--- src/rtl/clock_pkg.sv ---
// Shared types and constants for the alarm clock controller: FSM states,
// BCD time layout, field limits and the one-hot field select used by flash.
package clock_pkg;

   localparam int DIGIT_W = 4;

   typedef struct packed {
      logic [2*DIGIT_W-1:0] h;
      logic [2*DIGIT_W-1:0] m;
      logic [2*DIGIT_W-1:0] s;
   } time_t;

   localparam logic [7:0] MAX_SEC  = 8'h59;
   localparam logic [7:0] MAX_MIN  = 8'h59;
   localparam logic [7:0] MAX_HOUR = 8'h23;

   // One-hot field select, bit order matches flash {hour,min,sec}
   localparam logic [2:0] FLD_NONE = 3'b000;
   localparam logic [2:0] FLD_SEC  = 3'b001;
   localparam logic [2:0] FLD_MIN  = 3'b010;
   localparam logic [2:0] FLD_HOUR = 3'b100;

   typedef enum logic [2:0] {
      ST_RUN,
      ST_T_SEC,
      ST_T_MIN,
      ST_T_HOUR,
      ST_A_SEC,
      ST_A_MIN,
      ST_A_HOUR
   } state_t;

   // Two-digit BCD increment that wraps to 00 after max
   function automatic logic [7:0] bcd_inc(input logic [7:0] v, input logic [7:0] max);
      if (v == max) return 8'h00;
      if (v[3:0] == 4'd9) return {v[7:4] + 4'd1, 4'd0};
      return v + 8'd1;
   endfunction

endpackage

--- src/rtl/bcd_time_reg.sv ---
// 24-bit BCD time register: tick advances seconds with full carry (unless
// frozen); inc bumps individual fields with wrap and no carry.
module bcd_time_reg
   import clock_pkg::*;
(
   input  logic        clk,
   input  logic        rst,
   input  logic        tick,
   input  logic [2:0]  inc,
   input  logic        freeze,
   output logic [23:0] value
);

   time_t cur;

   always_ff @(posedge clk or negedge rst) begin
      if (!rst) begin
         cur <= '0;
      end else if (tick && !freeze) begin
         cur.s <= bcd_inc(cur.s, MAX_SEC);
         if (cur.s == MAX_SEC) begin
            cur.m <= bcd_inc(cur.m, MAX_MIN);
            if (cur.m == MAX_MIN) cur.h <= bcd_inc(cur.h, MAX_HOUR);
         end
      end else begin
         if (inc[0]) cur.s <= bcd_inc(cur.s, MAX_SEC);
         if (inc[1]) cur.m <= bcd_inc(cur.m, MAX_MIN);
         if (inc[2]) cur.h <= bcd_inc(cur.h, MAX_HOUR);
      end
   end

   assign value = cur;

endmodule

--- src/rtl/alarm_clock_ctrl.sv ---
// Clock/alarm controller: BCD time of day, NUM_ALARMS alarms, set-mode FSM
// driven by button pulses, timed ringing with dismiss and a gated buzzer.
module alarm_clock_ctrl
   import clock_pkg::*;
#(
   parameter int CLK_HZ       = 50_000_000,
   parameter int NUM_ALARMS   = 4,
   parameter int RING_SECONDS = 60,
   parameter int BEEP_DIV     = 6_250_000
) (
   input  logic                  clk,
   input  logic                  rst,
   input  logic                  set_pulse,
   input  logic                  add_pulse,
   input  logic                  beep_pulse,
   output logic [23:0]           time_bcd,
   output logic [2:0]            flash,
   output logic [2:0]            alarm_idx,
   output logic [NUM_ALARMS-1:0] alarm_en,
   output logic                  ringing,
   output logic                  beep_out
);

   localparam int                 PRESC_W    = $clog2(CLK_HZ + 1);
   localparam logic [PRESC_W-1:0] PRESC_MAX  = PRESC_W'(CLK_HZ - 1);
   localparam int                 BEEP_W     = $clog2(BEEP_DIV + 1);
   localparam logic [BEEP_W-1:0]  BEEP_MAX   = BEEP_W'(BEEP_DIV - 1);
   localparam logic [7:0]         RING_LAST  = 8'(RING_SECONDS - 1);
   localparam logic [2:0]         LAST_ALARM = 3'(NUM_ALARMS - 1);

   state_t                  state_q, state_d;
   logic [2:0]              sel_q, sel_d;
   logic [PRESC_W-1:0]      presc_q;
   logic [BEEP_W-1:0]       beep_cnt_q;
   logic                    sq_q;
   logic [7:0]              ring_cnt_q;
   logic                    ring_q;
   logic                    tick_q;
   logic [NUM_ALARMS-1:0]   en_q;

   logic                    in_set_time, in_set_alarm;
   logic [2:0]              field;
   logic                    tick, hit, add_ok;
   logic [2:0]              time_inc;
   logic [23:0]             cur_time;
   logic [23:0]             alarm_time [NUM_ALARMS];
   logic [2:0]              alarm_inc  [NUM_ALARMS];
   logic [NUM_ALARMS-1:0]   match, en_toggle;

   always_ff @(posedge clk or negedge rst) begin
      if (!rst) begin
         state_q <= ST_RUN;
         sel_q   <= '0;
      end else begin
         state_q <= state_d;
         sel_q   <= sel_d;
      end
   end

   always_comb begin
      state_d      = state_q;
      sel_d        = sel_q;
      in_set_time  = 1'b0;
      in_set_alarm = 1'b0;
      field        = FLD_NONE;
      case (state_q)
         ST_RUN: if (set_pulse) state_d = ST_T_SEC;
         ST_T_SEC: begin
            in_set_time = 1'b1;
            field       = FLD_SEC;
            if (set_pulse) state_d = ST_T_MIN;
         end
         ST_T_MIN: begin
            in_set_time = 1'b1;
            field       = FLD_MIN;
            if (set_pulse) state_d = ST_T_HOUR;
         end
         ST_T_HOUR: begin
            in_set_time = 1'b1;
            field       = FLD_HOUR;
            if (set_pulse) begin
               state_d = ST_A_SEC;
               sel_d   = '0;
            end
         end
         ST_A_SEC: begin
            in_set_alarm = 1'b1;
            field        = FLD_SEC;
            if (set_pulse) state_d = ST_A_MIN;
         end
         ST_A_MIN: begin
            in_set_alarm = 1'b1;
            field        = FLD_MIN;
            if (set_pulse) state_d = ST_A_HOUR;
         end
         ST_A_HOUR: begin
            in_set_alarm = 1'b1;
            field        = FLD_HOUR;
            if (set_pulse) begin
               if (sel_q == LAST_ALARM) begin
                  state_d = ST_RUN;
                  sel_d   = '0;
               end else begin
                  state_d = ST_A_SEC;
                  sel_d   = sel_q + 3'd1;
               end
            end
         end
         default: state_d = ST_RUN;
      endcase
   end

   // Prescaler held at 0 while time is being set so counting restarts cleanly
   assign tick     = !in_set_time && (presc_q == PRESC_MAX);
   assign add_ok   = add_pulse && !set_pulse;
   assign time_inc = (in_set_time && add_ok) ? field : FLD_NONE;

   always_ff @(posedge clk or negedge rst) begin
      if (!rst)                    presc_q <= '0;
      else if (in_set_time || tick) presc_q <= '0;
      else                         presc_q <= presc_q + 1'b1;
   end

   bcd_time_reg u_time (
      .clk    (clk),
      .rst    (rst),
      .tick   (tick),
      .inc    (time_inc),
      .freeze (in_set_time),
      .value  (cur_time)
   );

   for (genvar g = 0; g < NUM_ALARMS; g++) begin : g_alarm
      bcd_time_reg u_alarm (
         .clk    (clk),
         .rst    (rst),
         .tick   (1'b0),
         .inc    (alarm_inc[g]),
         .freeze (1'b0),
         .value  (alarm_time[g])
      );
   end

   always_comb begin
      for (int unsigned g = 0; g < NUM_ALARMS; g++) begin
         alarm_inc[g] = (in_set_alarm && add_ok && sel_q == 3'(g)) ? field : FLD_NONE;
         en_toggle[g] = in_set_alarm && beep_pulse && sel_q == 3'(g);
         match[g]     = en_q[g] && (alarm_time[g] == cur_time);
      end
   end

   always_ff @(posedge clk or negedge rst) begin
      if (!rst) en_q <= '0;
      else      en_q <= en_q ^ en_toggle;
   end

   // Compare one cycle after a tick so the freshly updated time is used
   assign hit = tick_q && (state_q == ST_RUN) && (|match);

   always_ff @(posedge clk or negedge rst) begin
      if (!rst) begin
         tick_q     <= 1'b0;
         ring_q     <= 1'b0;
         ring_cnt_q <= '0;
      end else begin
         tick_q <= tick;
         if (set_pulse || (state_q == ST_RUN && beep_pulse)) begin
            ring_q <= 1'b0;
         end else if (hit) begin
            ring_q     <= 1'b1;
            ring_cnt_q <= '0;
         end else if (ring_q && tick) begin
            if (ring_cnt_q == RING_LAST) ring_q <= 1'b0;
            else                         ring_cnt_q <= ring_cnt_q + 8'd1;
         end
      end
   end

   always_ff @(posedge clk or negedge rst) begin
      if (!rst) begin
         beep_cnt_q <= '0;
         sq_q       <= 1'b0;
      end else if (beep_cnt_q == BEEP_MAX) begin
         beep_cnt_q <= '0;
         sq_q       <= ~sq_q;
      end else begin
         beep_cnt_q <= beep_cnt_q + 1'b1;
      end
   end

   always_comb begin
      time_bcd = cur_time;
      if (in_set_alarm) begin
         for (int unsigned g = 0; g < NUM_ALARMS; g++) begin
            if (sel_q == 3'(g)) time_bcd = alarm_time[g];
         end
      end
   end

   assign flash     = field;
   assign alarm_idx = in_set_alarm ? sel_q : 3'd0;
   assign alarm_en  = en_q;
   assign ringing   = ring_q;
   assign beep_out  = ring_q & sq_q;

endmodule

--- config.mk ---
export PLATFORM = sky130hd
export DESIGN_NAME = alarm_clock_ctrl
export DESIGN_NICKNAME = d
export VERILOG_FILES = /design/src/rtl/clock_pkg.sv /design/src/rtl/bcd_time_reg.sv /design/src/rtl/alarm_clock_ctrl.sv
export SDC_FILE = /design/constraint.sdc
export NUM_CORES = 1
export LEC_CHECK = 0
export CELL_PAD_IN_SITES_DETAIL_PLACEMENT = 0
export CELL_PAD_IN_SITES_GLOBAL_PLACEMENT = 2
export CORE_ASPECT_RATIO = 1.1
export CORE_MARGIN = 2
export CORE_UTILIZATION = 40
export DETAILED_ROUTE_END_ITERATION = 6
export PLACE_DENSITY_LB_ADDON = 0.3
export SYNTH_ARGS = -nofsm -noshare
export SYNTH_HDL_FRONTEND = slang
export SYNTH_HIERARCHICAL = 1
export SYNTH_SLANG_ARGS = --single-unit
--- constraint.sdc ---
create_clock -name clk -period 3.01 [get_ports clk]
set_input_delay 0.4515 -clock clk [delete_from_list [all_inputs] [get_ports clk]]
set_output_delay 0.4515 -clock clk [all_outputs]
set_load 0.005 [all_outputs]
==> impl_results.md <==
- Count of final max-slew check failures: 0
- DR WL met2: 20800 um
- Vias: 12000
- Port bufs: 40
- Final hold violation count: 0
- Mapped Cells: 1552
- Post-synth top area share: 33.8%
- Max-cap violations: 0
- Final ANT Viol Nets: 0
- Pin count of the biggest net entering global routing: 58
- Core Footprint: 35000 sq um
- Max Used Layer: met4
- Tmin final: 2930 ps
- Die Ht: 201 um
- Sequential-to-total area share from yosys stat: 33.8%
- DIE AREA: 36700 sq um
- Initial core utilization: 40.3%
- Commonest non-fill, non-tap cells in the layout: 190 x dfrtp_1, 141 x nand2_1, 128 x nor2_1, 128 x xnor2_1
- Met3 Wirelength: 1730 um
- Slew @ Worst Pin: 548 ps
- Crit path DAT: 2470 ps
- Nets@finish: 1692
- CTS tree: yes
- Async SR Flop Fraction: 100%
- Skew final: 14.2 ps
- Cell variety after synth: 67
- Root Buffer: clkbuf_16
- Setup CP Type: reg2out
- Wire length of the first global-routing pass: 70000 um
- Slew HR: 63.5%
- Power consumption: 11.2 mW
- Max Freq: 342 MHz
- Syn avg cell area: 9.07 sq um
- Post-Synthesis Cell Area: 14100 sq um
- GR Overflow Total: 0
- Tot GR Track Use: 24.8%
- Setup_tns: 0 ps
- EDFF count, synth: 0
- Longest Clk Path Bufs: 2
- CP Cell Sequence: inv_2 -> ha_4 -> nor2b_4 -> buf_12 -> buf_12 -> buf_6 -> mux2i_1 -> nor2_1 -> a21oi_1 -> o211a_1 -> o21ai_2 -> buf_2
- Worst-path fanout max: 4
- Sequential cell area: 4750 sq um
- CTS Buf Count: 17
- CP startpoint kind: flop
- Pwr dens: 705 nW/um^2
- DR DRC count: 0
- Critical Path Sink Type: primary output
- Leading area contributor after synthesis: dfrtp_1
- ANT cells: 0
- Total wire length: 44500 um
- Boundary Pins: 41
- Most common cell after layout, fill and taps aside: dfrtp_1
- Placed cells: 2034
- Slowest stage cell, crit path: dfrtp_1
- Fillcell total: 3454
- Fin crit share: 97.2%
- Unrepaired setup endpoints after global routing: yes
- Initial antenna violation count: 0
- Vias in the first global route: 11800
- HP Class: reg2reg
- WL/cell: 21.4 um
- Area occupied by multi-input gates: 8870 sq um
- Layout cells sized above 1: 14.8%
- Iteration-0 DRC Markers: 1002
- Pleak: 6.83 nW
- Finished Layout Cells: 2075
- Worst Path Buf+Inv: 5
- Ys flop type: dfrtp_1
- Layout area overhead: 13.4%
- Crit-path most repeated cell: buf_12
- Clk pin slew, worst setup/hold paths: 80 ps
- CTS H-Tree Depth: 4
- Clock Latency Late Sink: 460 ps
- Top cells by area, synth: dfrtp_1 34%, xnor2_1 8.0%, ha_1 6.0%
- Placer Congestion: 0.875
- Wl on met1: 20500 um
- Synthesis Warnings: 6
- Worst EP required: 2560 ps
- Die width: 183 um
- CTS sink cnt: 190
- Status: complete, no violations
- Crit-path leading delay family: buffers and inverters
- Final setup vio count: 0
- CP peak stage delay: 400 ps
- Vias per inst: 5.77
- DRT Pass-1 Iters: 5
- Post-DP HPWL: 32900 um
- Max IR drop VDD: 453 uV
- Register bit count reported by yosys: 190
- FP Rows: 72
synth_stat cells, drive strengths merged (6+ instances only):
cell,n
and4b,6
o21ai,89
nor4,14
mux2i,30
o32a,10
nor3,32
and2,23
a21o,20
a31oi,10
a21oi,64
xnor2,128
nor2,128
and3b,26
o211ai,11
nand2b,23
buf,29
inv,43
a22o,13
xor2,33
a211oi,20
nand3b,12
nor2b,16
and4,9
ha,67
o2111ai,10
and4bb,6
o211a,24
o21a,7
nand3,58
and3,23
a22oi,7
nor4b,6
or4,6
nand2,141
nand4,47
clkbuf,62
o22ai,10
dfrtp,190
mux2,45
path summary, 6_finish.rpt:
path | start | end | slack, ps | cells after the start
worst max-delay path | sel_q[0] | time_bcd[23] | 80 | 12
worst min-delay path | sq_q | sq_q | 470 | 1
worst max register to register | presc_q[0] | u_time/value[22] | 260 | 8
worst min register to register | sq_q | sq_q | 470 | 1
max in group asynchronous | rst | g_alarm[2].u_alarm/value[0] | 1740 | 3
min in group asynchronous | rst | beep_cnt_q[20] | 540 | 2
cell families after synthesis:
logic type | count (synthesis) | synth area share [%]
other cells | 1 | 0.0266
flops | 190 | 33.8
compound gates | 336 | 16.7
fa+ha+maj | 67 | 5.95
simple gates | 588 | 23.1
buf+inv | 134 | 4.60
mux | 75 | 5.87
xor+xnor | 161 | 10.0
state kept, by name, indices dropped and copies added (netlist names):
name and cells:
g_alarm.u_alarm/value 96, presc_q 26, u_time/value 24, beep_cnt_q 23, ring_cnt_q 8, alarm_en 4
sel_q 3, state_q 3, ringing 1, sq_q 1, tick_q 1
final cells by class:
type                    count  area share (%)
flip-flops and latches    190            29.8
clock inverters            11           0.690
clock buffers              19            2.78
well taps                 444            3.48
multi-input cells        1251            55.6
inverters                  43            1.01
repair buffers            117            6.63
layer usage:
layer  up-vias  global-route usage [%]
met1      5917                    34.6
met3        65                    2.79
met2       300                    39.8
li1       5689                       -
met5         -                       0
met4         0                    9.09
per-stage QoR:
stage | hold WS, ps | utilization (%) | cell area (sq um) | setup WS [ps]
floorplan | 156 | - | 14200 | 496
global route | 511 | 45.7 | 16000 | -28.1
finish | 471 | 45.7 | 16000 | 84.2
global placement | 468 | 43.6 | 15200 | 145
detailed placement | 467 | 43.6 | 15200 | 181
CTS | 482 | 45.7 | 16000 | -81.5
what timing repair did:
action / 4_1_cts / 5_1_grt
endpoints found under the hold margin: 47 / 0
resized for setup: 70 / 32
buffers inserted: 8 / 4
cloned: 3 / 0
hold buffers: 1 / 0
setup endpoints to repair: 24 / 23
pin swaps: 3 / 15
worst register-to-register path, stage by stage, from the launching register on:
cell	delay (ps)
dfrtp_1	420
ha_1	350
nand3_4	140
or4_4	500
inv_1	130
and4bb_2	300
nand4_4	200
a21oi_1	250
mux2_2	350
where the power goes:
| group | internal (mW) | switching [mW] |
|---|---|---|
| combinational | 2.36 | 2.79 |
| sequential | 2.91 | 0.915 |
| clock | 1.17 | 1.10 |
(Power assumes the default switching activity.)
